--- src/rtl/whack_pkg.sv ---
`default_nettype none
// ----------------------------------------------------------------------------
// whack_pkg : shared state encodings and widths for the whack-a-mole game.
// Rev 1.0
// ----------------------------------------------------------------------------
package whack_pkg;

  localparam int c_FSM_W   = 4;
  localparam int c_N_MOLES = 4;

  localparam logic [c_FSM_W-1:0] ST_START    = 4'd0;
  localparam logic [c_FSM_W-1:0] ST_GAME     = 4'd1;
  localparam logic [c_FSM_W-1:0] ST_MOLE1    = 4'd2;
  localparam logic [c_FSM_W-1:0] ST_MOLE2    = 4'd3;
  localparam logic [c_FSM_W-1:0] ST_MOLE3    = 4'd4;
  localparam logic [c_FSM_W-1:0] ST_MOLE4    = 4'd5;
  localparam logic [c_FSM_W-1:0] ST_GAMEOVER = 4'd6;

  typedef enum logic [1:0] {
    DP_IDLE = 2'd0,
    DP_GAP  = 2'd1,
    DP_MOLE = 2'd2,
    DP_ACK  = 2'd3
  } dp_state_t;

  function automatic logic is_mole(input logic [c_FSM_W-1:0] s);
    return (s >= ST_MOLE1) && (s <= ST_MOLE4);
  endfunction

  // One-hot mole select for a game-FSM state; zero outside the mole states.
  function automatic logic [c_N_MOLES-1:0] mole_onehot(input logic [c_FSM_W-1:0] s);
    logic [1:0] idx;
    idx = 2'(s - ST_MOLE1);
    return is_mole(s) ? (c_N_MOLES'(1) << idx) : '0;
  endfunction

endpackage
`default_nettype wire

--- src/rtl/whack_key_sync_edge.sv ---
`default_nettype none
// ----------------------------------------------------------------------------
// key_sync_edge : 2-FF synchroniser plus registered rising-edge pulse per key.
// Rev 1.0
// ----------------------------------------------------------------------------
module key_sync_edge #(
  parameter int N = 4
) (
  input  logic         clk,
  input  logic         reset_n,
  input  logic [N-1:0] i_keys,
  output logic [N-1:0] o_hit
);

  logic [N-1:0] r_meta;
  logic [N-1:0] r_sync;
  logic [N-1:0] r_prev;
  logic [N-1:0] r_hit;

  always_ff @(posedge clk or negedge reset_n) begin
    if (!reset_n) begin
      r_meta <= '0;
      r_sync <= '0;
      r_prev <= '0;
      r_hit  <= '0;
    end else begin
      r_meta <= i_keys;
      r_sync <= r_meta;
      r_prev <= r_sync;
      r_hit  <= r_sync & ~r_prev;
    end
  end

  assign o_hit = r_hit;

endmodule
`default_nettype wire

--- src/rtl/whack_datapath.sv ---
`default_nettype none
// ----------------------------------------------------------------------------
// whack_datapath : mole spawn/retire pulses, round timer, score/miss counters.
// Option macro: WHACK_WRONG_KEY_PENALTY_EN (wrong key in a mole decrements score)
// Rev 1.0
// ----------------------------------------------------------------------------
module whack_datapath
  import whack_pkg::*;
#(
  parameter int unsigned GAME_CYCLES = 1_500_000_000,
  parameter int unsigned MOLE_CYCLES = 50_000_000,
  parameter int unsigned GAP_CYCLES  = 25_000_000,
  parameter int          SCORE_W     = 8
) (
  input  logic               clk,
  input  logic               reset_n,
  input  logic [3:0]         fsm_state,
  input  logic [3:0]         keys,
  output logic               control_signal,
  output logic               timer_signal,
  output logic [SCORE_W-1:0] score,
  output logic [SCORE_W-1:0] misses,
  output logic [3:0]         mole_leds
);

  localparam int c_GAME_W = $clog2(GAME_CYCLES + 1);
  localparam int c_MOLE_W = (MOLE_CYCLES > 1) ? $clog2(MOLE_CYCLES) : 1;
  localparam int c_GAP_W  = (GAP_CYCLES > 1) ? $clog2(GAP_CYCLES) : 1;
  localparam logic [c_GAME_W-1:0] c_GAME_LAST = c_GAME_W'(GAME_CYCLES - 1);
  localparam logic [c_MOLE_W-1:0] c_MOLE_LAST = c_MOLE_W'(MOLE_CYCLES - 1);
  localparam logic [c_GAP_W-1:0]  c_GAP_LAST  = c_GAP_W'(GAP_CYCLES - 1);
  localparam logic [SCORE_W-1:0]  c_SAT       = '1;

  dp_state_t             r_state, w_next;
  logic [c_GAME_W-1:0]   r_game_cnt;
  logic [c_MOLE_W-1:0]   r_mole_cnt;
  logic [c_GAP_W-1:0]    r_gap_cnt;
  logic [3:0]            r_cap;
  logic                  r_timer, r_ctl;
  logic [SCORE_W-1:0]    r_score, r_misses;
  logic [3:0]            r_leds;

  logic [3:0] w_hit, w_onehot;
  logic       w_start, w_over, w_active, w_expire, w_abort, w_match;
  logic       w_event, w_pulse, w_score_inc, w_score_dec, w_miss_inc, w_clr_gap, w_clr_mole;

  key_sync_edge #(.N(4)) u_keys (
    .clk     (clk),
    .reset_n (reset_n),
    .i_keys  (keys),
    .o_hit   (w_hit)
  );

  // Encodings 7..15 behave exactly like Start.
  assign w_start  = (fsm_state == ST_START) || (fsm_state > ST_GAMEOVER);
  assign w_over   = (fsm_state == ST_GAMEOVER);
  assign w_active = !w_start && !w_over;
  assign w_expire = w_active && !r_timer && (r_game_cnt == c_GAME_LAST);
  assign w_abort  = w_start || w_over || r_timer || w_expire;
  assign w_onehot = mole_onehot(fsm_state);
  assign w_match  = |(w_hit & w_onehot);
`ifdef WHACK_WRONG_KEY_PENALTY_EN
  logic w_wrong;
  assign w_wrong  = |(w_hit & ~w_onehot);
`endif

  always_comb begin
    w_next      = r_state;
    w_event     = 1'b0;
    w_score_inc = 1'b0;
    w_score_dec = 1'b0;
    w_miss_inc  = 1'b0;
    w_clr_gap   = 1'b0;
    w_clr_mole  = 1'b0;
    case (r_state)
      DP_IDLE: begin
        if (fsm_state == ST_GAME) begin
          w_next    = DP_GAP;
          w_clr_gap = 1'b1;
        end else if (is_mole(fsm_state)) begin
          w_next     = DP_MOLE;
          w_clr_mole = 1'b1;
        end
      end
      DP_GAP: begin
        if (r_gap_cnt == c_GAP_LAST) begin
          w_event = 1'b1;
          w_next  = DP_ACK;
        end
      end
      DP_MOLE: begin
        if (w_match) begin
          w_score_inc = 1'b1;
          w_event     = 1'b1;
          w_next      = DP_ACK;
        end else begin
`ifdef WHACK_WRONG_KEY_PENALTY_EN
          w_score_dec = w_wrong;
`endif
          if (r_mole_cnt == c_MOLE_LAST) begin
            w_miss_inc = 1'b1;
            w_event    = 1'b1;
            w_next     = DP_ACK;
          end
        end
      end
      DP_ACK: begin
        // Hold until the game FSM has acted on the pulse, so one move = one pulse.
        if (fsm_state != r_cap) begin
          if (fsm_state == ST_GAME) begin
            w_next    = DP_GAP;
            w_clr_gap = 1'b1;
          end else if (is_mole(fsm_state)) begin
            w_next     = DP_MOLE;
            w_clr_mole = 1'b1;
          end else begin
            w_next = DP_IDLE;
          end
        end
      end
      default: w_next = DP_IDLE;
    endcase
    if (w_abort) w_next = DP_IDLE;
  end

  assign w_pulse = w_event && !w_abort;

  always_ff @(posedge clk or negedge reset_n) begin
    if (!reset_n) begin
      r_state    <= DP_IDLE;
      r_game_cnt <= '0;
      r_mole_cnt <= '0;
      r_gap_cnt  <= '0;
      r_cap      <= '0;
      r_timer    <= 1'b0;
      r_ctl      <= 1'b0;
      r_score    <= '0;
      r_misses   <= '0;
      r_leds     <= '0;
    end else begin
      r_state <= w_next;
      r_ctl   <= w_pulse;
      r_leds  <= (w_next == DP_MOLE) ? w_onehot : 4'd0;
      if (w_pulse) r_cap <= fsm_state;

      if (w_clr_gap)             r_gap_cnt <= '0;
      else if (r_state == DP_GAP) r_gap_cnt <= r_gap_cnt + 1'b1;

      if (w_clr_mole)             r_mole_cnt <= '0;
      else if (r_state == DP_MOLE) r_mole_cnt <= r_mole_cnt + 1'b1;

      if (w_start) begin
        r_game_cnt <= '0;
        r_timer    <= 1'b0;
      end else if (w_active && !r_timer) begin
        if (w_expire) r_timer    <= 1'b1;
        else          r_game_cnt <= r_game_cnt + 1'b1;
      end

      // Start clears the tallies; GameOver keeps them on display.
      if (w_start) begin
        r_score  <= '0;
        r_misses <= '0;
      end else begin
        if (w_score_inc && (r_score != c_SAT))       r_score <= r_score + 1'b1;
        else if (w_score_dec && (r_score != '0))     r_score <= r_score - 1'b1;
        if (w_miss_inc && (r_misses != c_SAT))       r_misses <= r_misses + 1'b1;
      end
    end
  end

  assign control_signal = r_ctl;
  assign timer_signal   = r_timer;
  assign score          = r_score;
  assign misses         = r_misses;
  assign mole_leds      = r_leds;

endmodule
`default_nettype wire

--- config.mk ---
export PLATFORM = sky130hd
export DESIGN_NAME = whack_datapath
export DESIGN_NICKNAME = d
export VERILOG_FILES = /design/src/rtl/whack_pkg.sv /design/src/rtl/whack_key_sync_edge.sv /design/src/rtl/whack_datapath.sv
export SDC_FILE = /design/constraint.sdc
export NUM_CORES = 1
export LEC_CHECK = 0
export ABC_AREA = 1
export BUFFER_PORTS_ARGS = -buffer_cell sky130_fd_sc_hd__buf_4
export CORE_ASPECT_RATIO = 0.6
export CORE_MARGIN = 2
export CORE_UTILIZATION = 39
export CTS_BUF_LIST = sky130_fd_sc_hd__clkbuf_4 sky130_fd_sc_hd__clkbuf_8
export DETAILED_ROUTE_END_ITERATION = 6
export PLACE_DENSITY_LB_ADDON = 0.05
export REMOVE_ABC_BUFFERS = 1
export SETUP_SLACK_MARGIN = 0.15
export SLEW_MARGIN = 40
export SYNTH_ARGS = -nofsm -noshare
export SYNTH_HDL_FRONTEND = slang
export SYNTH_HIERARCHICAL = 1
export SYNTH_SLANG_ARGS = --single-unit
--- constraint.sdc ---
create_clock -name clk -period 2.2 [get_ports clk]
set_input_delay 0 -clock clk [delete_from_list [all_inputs] [get_ports clk]]
set_output_delay 0 -clock clk [all_outputs]
set_load 0.02 [all_outputs]
==> results of run 1 <==
-- path summary, 6_finish.rpt --
check	start	to	slack, ns	cells after the start
min	reset_n	r_game_cnt[14]	0.10	2
max	fsm_state[2]	score[6]	0.27	13
max reg2reg	r_state[0]	r_mole_cnt[25]	0.30	9
min reg2reg	u_keys/r_meta[1]	u_keys/r_sync[1]	0.35	0
max in group asynchronous	reset_n	control_signal	1.47	3
min in group clk	keys[3]	u_keys/r_meta[3]	0.20	2
-- per-layer routing --
layer,global-route usage,up-vias
met2,0.259,173
met5,0,-
li1,-,3228
met1,0.369,2925
met3,0.0471,12
met4,0.0404,0
-- sequential cells by signal, summed over array words and instances (netlist names), 2 cells and up --
| register | flops |
|---|---|
| misses | 8 |
| mole_leds | 4 |
| r_cap | 4 |
| r_game_cnt | 31 |
| r_gap_cnt | 25 |
| r_mole_cnt | 26 |
| r_state | 2 |
| score | 8 |
| u_keys/o_hit | 4 |
| u_keys/r_meta | 4 |
| u_keys/r_prev | 4 |
| u_keys/r_sync | 4 |
-- report_power, final --
group / switching, mW / internal, mW / total [mW]
Combinational: 0.313 / 0.172 / 0.485
Sequential: 0.0930 / 2.41 / 2.51
Clock: 1.06 / 0.811 / 1.87
Total: 1.47 / 3.40 / 4.86
-- timing repair --
item,in CTS,in global routing
hold buffers,9,0
setup endpoints to repair,6,59
gates resized for setup,2,32
setup buffers,0,1
pin swaps,0,4
hold endpoints to repair,125,0
-- final cells by class --
type | instances | area (um2) | share of cell area
clock buffers | 18 | 241 | 0.0290
inverters | 120 | 453 | 0.0544
repair buffers | 69 | 582 | 0.0699
clock inverters | 14 | 111 | 0.0134
multi-input cells | 690 | 3490 | 0.419
flip-flops and latches | 126 | 3150 | 0.379
well taps | 240 | 300 | 0.0361
-- worst reg2reg max path, delay by kind of cell (launching register included) --
family                   cells  cell delay (ns)
adder cells (fa/ha/maj)      1             0.23
flip-flops                   1             0.42
AND/OR/NAND/NOR              4             0.61
AO/OA/AOI/OAI                1             0.20
buffers and inverters        3             0.38
-- Yosys cell counts (6+ instances only) --
library cell  number
ha_1               9
nor3b_1            8
nand2_1          227
nor2_1           140
inv_1            112
nand3_1           77
nand4_1           27
buf_2              8
dfrtp_1          126
nor3_1            45
nor4_1             6
o31ai_1            6
o21ai_0           32
a21oi_1           31
inv_2              6
nand3b_1          10
o21ai_1           13
xnor2_1           10
nor2_2             8
xor2_1            27
-- cell usage in the layout, fill, tap and decap left out, types with 2 or more instances in the layout --
cell type	count
nor3_2	3
buf_12	3
dlygate4sd3_1	9
nor4_1	5
nand2_1	223
nor2_4	5
clkinvlp_4	3
nor2_1	131
inv_1	111
nand3b_1	10
clkinv_2	2
nand2_2	4
clkbuf_8	17
ha_1	8
dfrtp_1	125
xnor2_1	10
nor3b_1	8
buf_4	56
inv_2	7
nand3_1	73
or2_2	2
nand2_4	2
a21oi_1	31
o21ai_0	30
a31oi_1	2
nand3_2	3
o31ai_1	6
o21ai_1	15
clkinv_4	3
nand4_1	27
xor2_1	27
inv_6	6
nor3_1	42
nor2_2	13
-- kinds of logic after synthesis --
logic type,synth area share
AND/OR/NAND/NOR,0.348
flip-flops,0.447
AO/OA/AOI/OAI,0.0673
adder cells (fa/ha/maj),0.0160
buffers and inverters,0.0753
XOR/XNOR,0.0460
==> impl_metrics.csv, run 1 <==
group,metric,value,unit
detailed_routing,wl_met1,11.3,mm
clock_tree,cts_tree,"done",
sta,fin_tns_setup,0,ns
setup_path,slowest_delay,0.55,ns
sta,min_period,1.93,ns
synthesis,avgSynthCellArea,7.42,um2
sta,setup_viol,0,
pwr,vdd_ir_drop_max,332,uV
global_routing,grt-ovfl-total,0,
synthesis,syn_area,7050,um2
detailed_routing,drt_iter0_markers,536,
placed_design,placed_cell_area,7760,um2
synthesis,netlist.area_leader.share,0.447,
global_routing,grt_usage,0.214,
sta,fin_ws,0.271,ns
sta,clock_skew,0.0190,ns
placed_design,hpwl,14.2,mm
synthesis,synth_area_leaders,"dfrtp_1 (45%), nand2_1 (12%), nor2_1 (7.5%)",
floorplanning,initial_core_util,0.394,
detailed_routing,wl_met3,1.11,mm
placed_design,gp_congestion,0.900,
floorplanning,core_area,17900,um2
sta,hold_ws,0.104,ns
clock_tree,cts.clk_slew.worst_paths,0.09,ns
detailed_routing,ant_nets,0,
pwr,total_power,4.86,mW
job,drv_cap,0,
global_routing,grt_max_degree,60,
synthesis,ys_ff_latch,126,
synthesis,synth_edf_count,0,
floorplanning,die_w,178,um
floorplanning,fp.dieH,108,um
synthesis,ys_warn_count,6,
floorplanning,io_pins,32,
sta,hold_viol,0,
sta,slew_viol_final,0,
sta,period_share,0.877,
setup_path,path_common_cell,"nor2_1",
detailed_routing,routed_wirelength,19.3,mm
detailed_routing,vias,6338,
clock_tree,htree_levels,4,
pwr,power_density,584,nW/um2
detailed_routing,wire_per_inst,15.1,um
global_routing,grt_pass1_vias,5784,
global_routing,grt_first_pass_wirelength,31.8,mm
layout,fin_util,0.466,
clock_tree,clockBufferDepth,2,
synthesis,synth_cell_type_count,36,
layout,fin_area,8330,um2
setup_path,critical_path.slowest_cell,"dlygate4sd3_1",
floorplanning,die-area,19200,um2
outcome,outcome,"finished clean",
sta,rsz0062_at_grt,"yes",
detailed_routing,top_layer,"met4",
global_routing,antenna_found_initial,0,
detailed_routing,drc_errors,0,
layout,layout-drive-gt1-share,0.134,
detailed_routing,viasPerCell,4.96,
synthesis,async_reset_ff_frac,1.00,
setup_path,startpoint_type,"input port",
setup_path,path_max_fanout,7,
setup_path,arrival,2.27,ns
setup_path,cp_num_buf_inv,3,
layout,fillers,1816,
synthesis,ys_seq_area_frac,0.447,
sta,max_freq,518,MHz
layout,antennaDiodeCount,0,
hold_path,hp-class,"input port to async pin",
sta,worst_slew_pin_slew,0.585,ns
layout,area_growth_syn_to_layout,18.1,%
layout,final_cell_count_no_fill,1277,
placed_design,port-buffer-count,31,
layout,nNetsFinal,1043,
setup_path,required,2.54,ns
placed_design,dp_cells,1235,
pwr,leakagePower,3.75,nW
detailed_routing,drtPass1Iterations,5,
detailed_routing,met2_length,6.81,mm
synthesis,synthCells,950,
setup_path,crit_chain,"dlygate4sd3_1, buf_4, inv_2, nor2_2, nand3_1, nand2_1, nor2_1, nor2_1, nand2_2, nor2_2, nand3_1, nand2_1, nor2_1",
clock_tree,clkLatencyLatePin,0.46,ns
setup_path,critPathKind,"input port to flop",
clock_tree,root_buffer,"clkbuf_8",
synthesis,yosysTopAreaCell,"dfrtp_1",
clock_tree,cts_made_buffers,17,
sta,max_slew_margin,0.610,
placed_design,dp_slack,0.117,ns
setup_path,end_kind,"flop",
floorplanning,num_rows,38,
setup_path,path_delay_family,"simple AND/OR/NAND/NOR gates",
synthesis,synth_ff_type,"dfrtp_1",
clock_tree,cts_num_sinks,126,
No activity file was read; power rests on OpenSTA's default activity.
==> run 2: changes to the inputs <==
--- a/config.mk
+++ b/config.mk
@@ -18,5 +18,4 @@
 export SLEW_MARGIN = 40
 export SYNTH_ARGS = -nofsm -noshare
 export SYNTH_HDL_FRONTEND = slang
-export SYNTH_HIERARCHICAL = 1
 export SYNTH_SLANG_ARGS = --single-unit
==> run 2 against run 1 <==
  * Count of clock-buffer cells in the layout is 1 higher
  * Largest power group unchanged
  * Die area is 9.8% higher
  * First-iteration DRC count is 28% higher
  * Largest cell class unchanged
  * Clock skew is 0.011 ns lower
  * Critical path type is now flop to flop
  * Via count is 12% higher
==> impl_metrics.csv, run 2 <==
group,metric,value,unit
synthesis,synth_ff_type,"dfrtp_1",
floorplanning,die-area,21100,um2
pwr,power_density,545,nW/um2
synthesis,ys_ff_latch,126,
detailed_routing,drc_errors,0,
clock_tree,root_buffer,"clkbuf_8",
layout,layout_commonest_cell,"nand2_1",
clock_tree,cts_num_sinks,126,
synthesis,synth_area_leaders,"dfrtp_1 (41%), nand2_1 (15%), nand3_1 (6.9%)",
pwr,p_seq_frac,0.501,
synthesis,netlist.area_leader.share,0.406,
sta,min_period,1.93,ns
synthesis,synth_common_cells,"nand2_1 (304), dfrtp_1 (126), inv_1 (121)",
sta,setup_viol,0,
synthesis,post_synth_xor_area_fraction,0.0519,
synthesis,synth_simple_gate_area_frac,0.364,
detailed_routing,drt_iter0_markers,687,
global_routing,grt_max_degree,63,
synthesis,async_reset_ff_frac,1.00,
setup_path,end_kind,"flop",
floorplanning,fp.dieH,113,um
synthesis,synth_top_family_by_area,"simple AND/OR/NAND/NOR gates",
pwr,swShare,0.287,
sta,max_slew_margin,0.584,
synthesis,ys_seq_area_frac,0.406,
pwr,p_clk_frac,0.396,
floorplanning,core_area,19300,um2
floorplanning,die_w,186,um
layout,layout-drive-gt1-share,0.116,
layout,largest_registers,"r_game_cnt x31, r_mole_cnt x26, r_gap_cnt x25",
sta,max_freq,518,MHz
synthesis,yosysTopAreaCell,"dfrtp_1",
pwr,combPwrFrac,0.103,
pwr,vdd_ir_drop_max,359,uV
detailed_routing,viasPerCell,5.04,
layout,antennaDiodeCount,0,
floorplanning,num_rows,39,
setup_path,required,2.58,ns
layout,nNetsFinal,1155,
clock_tree,cts_made_buffers,17,
hold_path,hp-class,"input port to async pin",
detailed_routing,wire_per_inst,15.4,um
layout,layout_common_cells,"nand2_1 (302), dfrtp_1 (125), inv_1 (121)",
setup_path,reg2reg_depth,8,
layout,fillers,2045,
detailed_routing,vias,7125,
pwr,p_int,3.44,mW
synthesis,synth_compound_area_frac,0.0798,
placed_design,port-buffer-count,31,
pwr,total_power,4.83,mW
synthesis,synthCells,1076,
setup_path,r2r_slack,0.27,ns
global_routing,grt_pass1_vias,6508,
global_routing,grt-ovfl-total,0,
synthesis,avgSynthCellArea,7.21,um2
job,drv_cap,0,
detailed_routing,ant_nets,0,
pwr,p_switching,1.39,mW
setup_path,critPathKind,"flop to flop",
layout,max_flop_register,"r_game_cnt",
sta,hold_viol,0,
clock_tree,clockBufferDepth,2,
placed_design,hpwl,16.5,mm
clock_tree,cts_tree,"done",
placed_design,gp_congestion,0.946,
clock_tree,htree_levels,4,
synthesis,synth_cell_type_count,36,
sta,fin_tns_setup,0,ns
setup_path,startpoint_type,"flop",
outcome,outcome,"finished clean",
setup_path,path_max_fanout,4,
sta,slew_viol_final,0,
sta,period_share,0.877,
pwr,leakagePower,3.96,nW
sta,rsz0062_at_grt,"no",
clock_tree,clkLatencyLatePin,0.46,ns
global_routing,grt_usage,0.223,
layout,largest_reg_flops,31,
layout,area_growth_syn_to_layout,14.2,%
synthesis,ys_warn_count,0,
synthesis,syn_area,7760,um2
synthesis,synth_mux_area_frac,0,
detailed_routing,drtPass1Iterations,5,
synthesis,synthAdderAreaFrac,0.0145,
detailed_routing,routed_wirelength,21.8,mm
clock_tree,cts.clk_slew.worst_paths,0.08,ns
floorplanning,initial_core_util,0.403,
sta,worst_slew_pin_slew,0.619,ns
floorplanning,io_pins,32,
synthesis,synth_edf_count,0,
sta,clock_skew,0.00811,ns
setup_path,arrival,2.31,ns
global_routing,grt_first_pass_wirelength,36.1,mm
synthesis,yosys.cell_count.top_type,"nand2_1",
global_routing,antenna_found_initial,0,
## run 2: area by class of cell
type,instances,area (um2),share of cell area
clock inverters,12,96.3,0.0109
clock buffers,19,262,0.0295
multi-input cells,797,3980,0.450
well taps,266,333,0.0376
repair buffers,67,551,0.0621
flip-flops and latches,126,3150,0.356
inverters,127,482,0.0544
## run 2: power by group through the flow
stage	registers [mW]	clock network [mW]	logic (mW)
finish	2.42	1.91	0.499
global route	2.43	2.08	0.567
CTS	2.42	1.98	0.494
detailed placement	2.46	0	0.477
global placement	2.46	0	0.480
floorplan	2.46	0	0.241
## run 2: per-layer routing
| layer | GRT usage | vias to the layer above | routed length [um] |
|---|---|---|---|
| li1 | - | 3604 | - |
| met1 | 0.392 | 3303 | 12700 |
| met2 | 0.245 | 209 | 7280 |
| met3 | 0.0673 | 9 | 1760 |
| met4 | 0.0441 | 0 | 106 |
| met5 | 0 | - | 0 |
## run 2: worst paths after layout
check	start	to
min reg2reg	u_keys.r_meta[0]	u_keys.r_sync[0]
max reg2reg	r_game_cnt[13]	r_game_cnt[27]
min	reset_n	r_mole_cnt[2]
max in group asynchronous	reset_n	r_game_cnt[0]
max	r_game_cnt[13]	r_game_cnt[27]
min in group clk	keys[2]	u_keys.r_meta[2]
## run 2: per-stage QoR
step                hold WS [ns]   util  worst slack [ns]  area, um2  std cells
floorplan                 -0.296      -             0.227       7590       1050
global placement          0.0331  0.433             0.254       8350       1371
detailed placement        0.0353  0.433             0.206       8350       1371
CTS                       0.0847  0.458             0.182       8820       1413
global route               0.116  0.460             0.154       8860       1414
finish                    0.0900  0.460             0.271       8860       1414
## run 2: what timing repair did
item / 4_1_cts / 5_1_grt
buffers inserted: 0 / 1
endpoints found under the hold margin: 106 / 0
endpoints found under the setup margin: 0 / 57
hold buffers: 11 / 0
resized for setup: 0 / 12
## run 2: worst max-delay path, stage by stage (launching register included)
cell     delay, ns
dfrtp_1       0.46
buf_4         0.20
nand2_1       0.08
nor2_1        0.15
nand2_1       0.09
nor3_1        0.49
a21o_1        0.19
nand3_1       0.06
o21ai_1       0.13
## run 2: logic make-up (layout without fill, tap and decap cells)
family | after synthesis | in the layout
AO/OA/AOI/OAI | 103 | 103
XOR/XNOR | 46 | 46
adder cells (fa/ha/maj) | 9 | 9
AND/OR/NAND/NOR | 639 | 639
buffers and inverters | 153 | 225
flip-flops | 126 | 126
==> run 3: changes to the inputs <==
==> constraint.sdc (replaced) <==
create_clock -name clk -period 2.1 [get_ports clk]
set_input_delay 0 -clock clk [delete_from_list [all_inputs] [get_ports clk]]
set_output_delay 0 -clock clk [all_outputs]
set_load 0.02 [all_outputs]
==> run 3 against run 2 <==
  * Core utilization is 0.97 points higher
  * Power rose by 8.2%
  * Cell count increased by 0.92%
  * Sequential share of layout area fell by 0.73 points
  * First-iteration DRC count up 11%
  * Worst setup slack worse by 0.0034 ns
  * Clock power up 12%
  * Sequential power is 5% higher
  * Count of clock-buffer cells in the layout is 1 lower
  * Highest routed layer unchanged
==> impl_metrics.csv, run 3 (synthesis results as in run 2) <==
group,metric,value,unit
layout,largest_registers,"r_game_cnt x31, r_mole_cnt x26, r_gap_cnt x25",
job,drv_cap,0,
outcome,outcome,"finished clean",
setup_path,r2r_slack,0.27,ns
layout,layout-drive-gt1-share,0.129,
layout,nNetsFinal,1167,
clock_tree,cts_num_sinks,126,
setup_path,startpoint_type,"input port",
detailed_routing,viasPerCell,5.04,
global_routing,grt_pass1_vias,6423,
global_routing,grt_usage,0.220,
sta,hold_ws,0.0413,ns
clock_tree,cts_made_buffers,17,
hold_path,hp-class,"input port to async pin",
sta,setup_viol,0,
detailed_routing,drc_errors,0,
setup_path,worst_r2r_endpoint,"misses[3]",
placed_design,hpwl,16.5,mm
floorplanning,num_rows,39,
global_routing,grt-ovfl-total,0,
sta,period_share,0.872,
sta,slew_viol_final,0,
placed_design,gp_congestion,0.897,
global_routing,use_met1,0.384,
floorplanning,core_area,19300,um2
clock_tree,cts_tree,"done",
layout,max_flop_register,"r_game_cnt",
floorplanning,die_w,186,um
setup_path,path_max_fanout,5,
global_routing,gr-usage-met2,0.246,
global_routing,grt_first_pass_wirelength,35.6,mm
pwr,vdd_ir_drop_max,467,uV
clock_tree,htree_levels,4,
setup_path,reg2reg_depth,9,
setup_path,end_kind,"flop",
detailed_routing,vias,7186,
sta,fin_tns_setup,0,ns
sta,min_period,1.83,ns
pwr,leakagePower,4.04,nW
clock_tree,clkLatencyLatePin,0.46,ns
sta,max_slew_margin,0.678,
placed_design,port-buffer-count,31,
sta,clock_skew,0.0108,ns
global_routing,busiest_layer,"met1",
placed_design,placed_cell_area,8400,um2
floorplanning,fp.dieH,113,um
sta,worst_slew_pin_slew,0.482,ns
setup_path,path_delay_family,"buffers and inverters",
layout,fin_area,9050,um2
layout,fin_util,0.469,
setup_path,critPathLaunch,"fsm_state[2]",
global_routing,grt_max_degree,57,
sta,rsz0062_at_grt,"yes",
clock_tree,clockBufferDepth,2,
sta,max_freq,546,MHz
setup_path,crit_chain,"dlygate4sd3_1, buf_4, inv_2, nor2_4, dlygate4sd3_1, nand2_1, dlygate4sd3_1, nor3_1",
clock_tree,root_buffer,"clkbuf_8",
setup_path,cp_num_buf_inv,5,
setup_path,slowest_delay,0.58,ns
clock_tree,cts.clk_slew.worst_paths,0.08,ns
layout,layout_commonest_cell,"nand2_1",
layout,antennaDiodeCount,0,
sta,hold_viol,0,
setup_path,crit_path_end,"mole_leds[3]",
global_routing,globalRouteMet3Util,0.0679,
floorplanning,initial_core_util,0.403,
floorplanning,die-area,21100,um2
detailed_routing,drtPass1Iterations,5,
pwr,power_density,578,nW/um2
setup_path,critical_path.slowest_cell,"dlygate4sd3_1",
layout,fillers,1910,
detailed_routing,ant_nets,0,
layout,area_growth_syn_to_layout,16.6,%
detailed_routing,wire_per_inst,15.4,um
setup_path,cp.depth,8,
detailed_routing,drt_iter0_markers,764,
setup_path,path_common_cell,"dlygate4sd3_1",
pwr,total_power,5.23,mW
layout,largest_reg_flops,31,
detailed_routing,routed_wirelength,21.9,mm
setup_path,arrival,2.21,ns
setup_path,rr_startpoint,"r_mole_cnt[22]",
global_routing,antenna_found_initial,0,
floorplanning,io_pins,32,
layout,layout_common_cells,"nand2_1 (300), dfrtp_1 (125), inv_1 (121)",
setup_path,critPathKind,"input port to flop",
setup_path,required,2.48,ns
==> run 3: stage by stage <==
step                      std cells  setup WS (ns)
after detailed placement       1376          0.151
final                          1427          0.268
after global routing           1427          0.143
after global placement         1376          0.191
after floorplan                1050          0.127
after CTS                      1421          0.193
==> run 3: worst min path at each step <==
| stage | from | end | slack, ns | depth (start not counted) |
|---|---|---|---|---|
| after CTS | reset_n | misses[1] | 0.03 | 2 |
| after floorplan | reset_n | control_signal | -0.30 | 0 |
| final | reset_n | r_mole_cnt[9] | 0.04 | 2 |
| after global routing | reset_n | r_mole_cnt[9] | 0.05 | 2 |
| after detailed placement | reset_n | r_mole_cnt[9] | -0.03 | 1 |
| after global placement | reset_n | r_mole_cnt[9] | -0.03 | 1 |
==> run 3: final cells by class <==
| cell class | count | area, um2 | share of cell area |
|---|---|---|---|
| clock buffers | 18 | 248 | 0.0274 |
| inverters | 127 | 479 | 0.0530 |
| flip-flops and latches | 126 | 3150 | 0.349 |
| repair buffers | 79 | 662 | 0.0732 |
| clock inverters | 14 | 145 | 0.0160 |
| well taps | 266 | 333 | 0.0368 |
| multi-input cells | 797 | 4030 | 0.445 |
==> run 3: worst reg2reg max path: cells and delay by family (launching register included) <==
family / cells / cell delay, ns
buf+inv: 1 / 0.16
flops: 1 / 0.43
simple gates: 8 / 1.20
==> run 3: report_power, final <==
| part | total, mW | leakage (nW) | switching, mW | internal, mW |
|---|---|---|---|---|
| sequential | 2.54 | 1.72 | 0.0552 | 2.48 |
| combinational | 0.549 | 2.13 | 0.381 | 0.168 |
| clock | 2.14 | 0.190 | 1.06 | 1.08 |
==> run 3: metal layers <==
metal  vias up  wire length [um]
met3        10              2060
met1      3288             12400
met5         -                 0
met4         0               116
met2       264              7380
li1       3624                 -
==> run 3: what timing repair did <==
item                                    4_1_cts  5_1_grt
setup buffers                                 0        6
pin swaps                                     0        3
hold buffers                                 13        0
endpoints found under the setup margin        6       51
gates resized for setup                       1       21
endpoints found under the hold margin       137        0
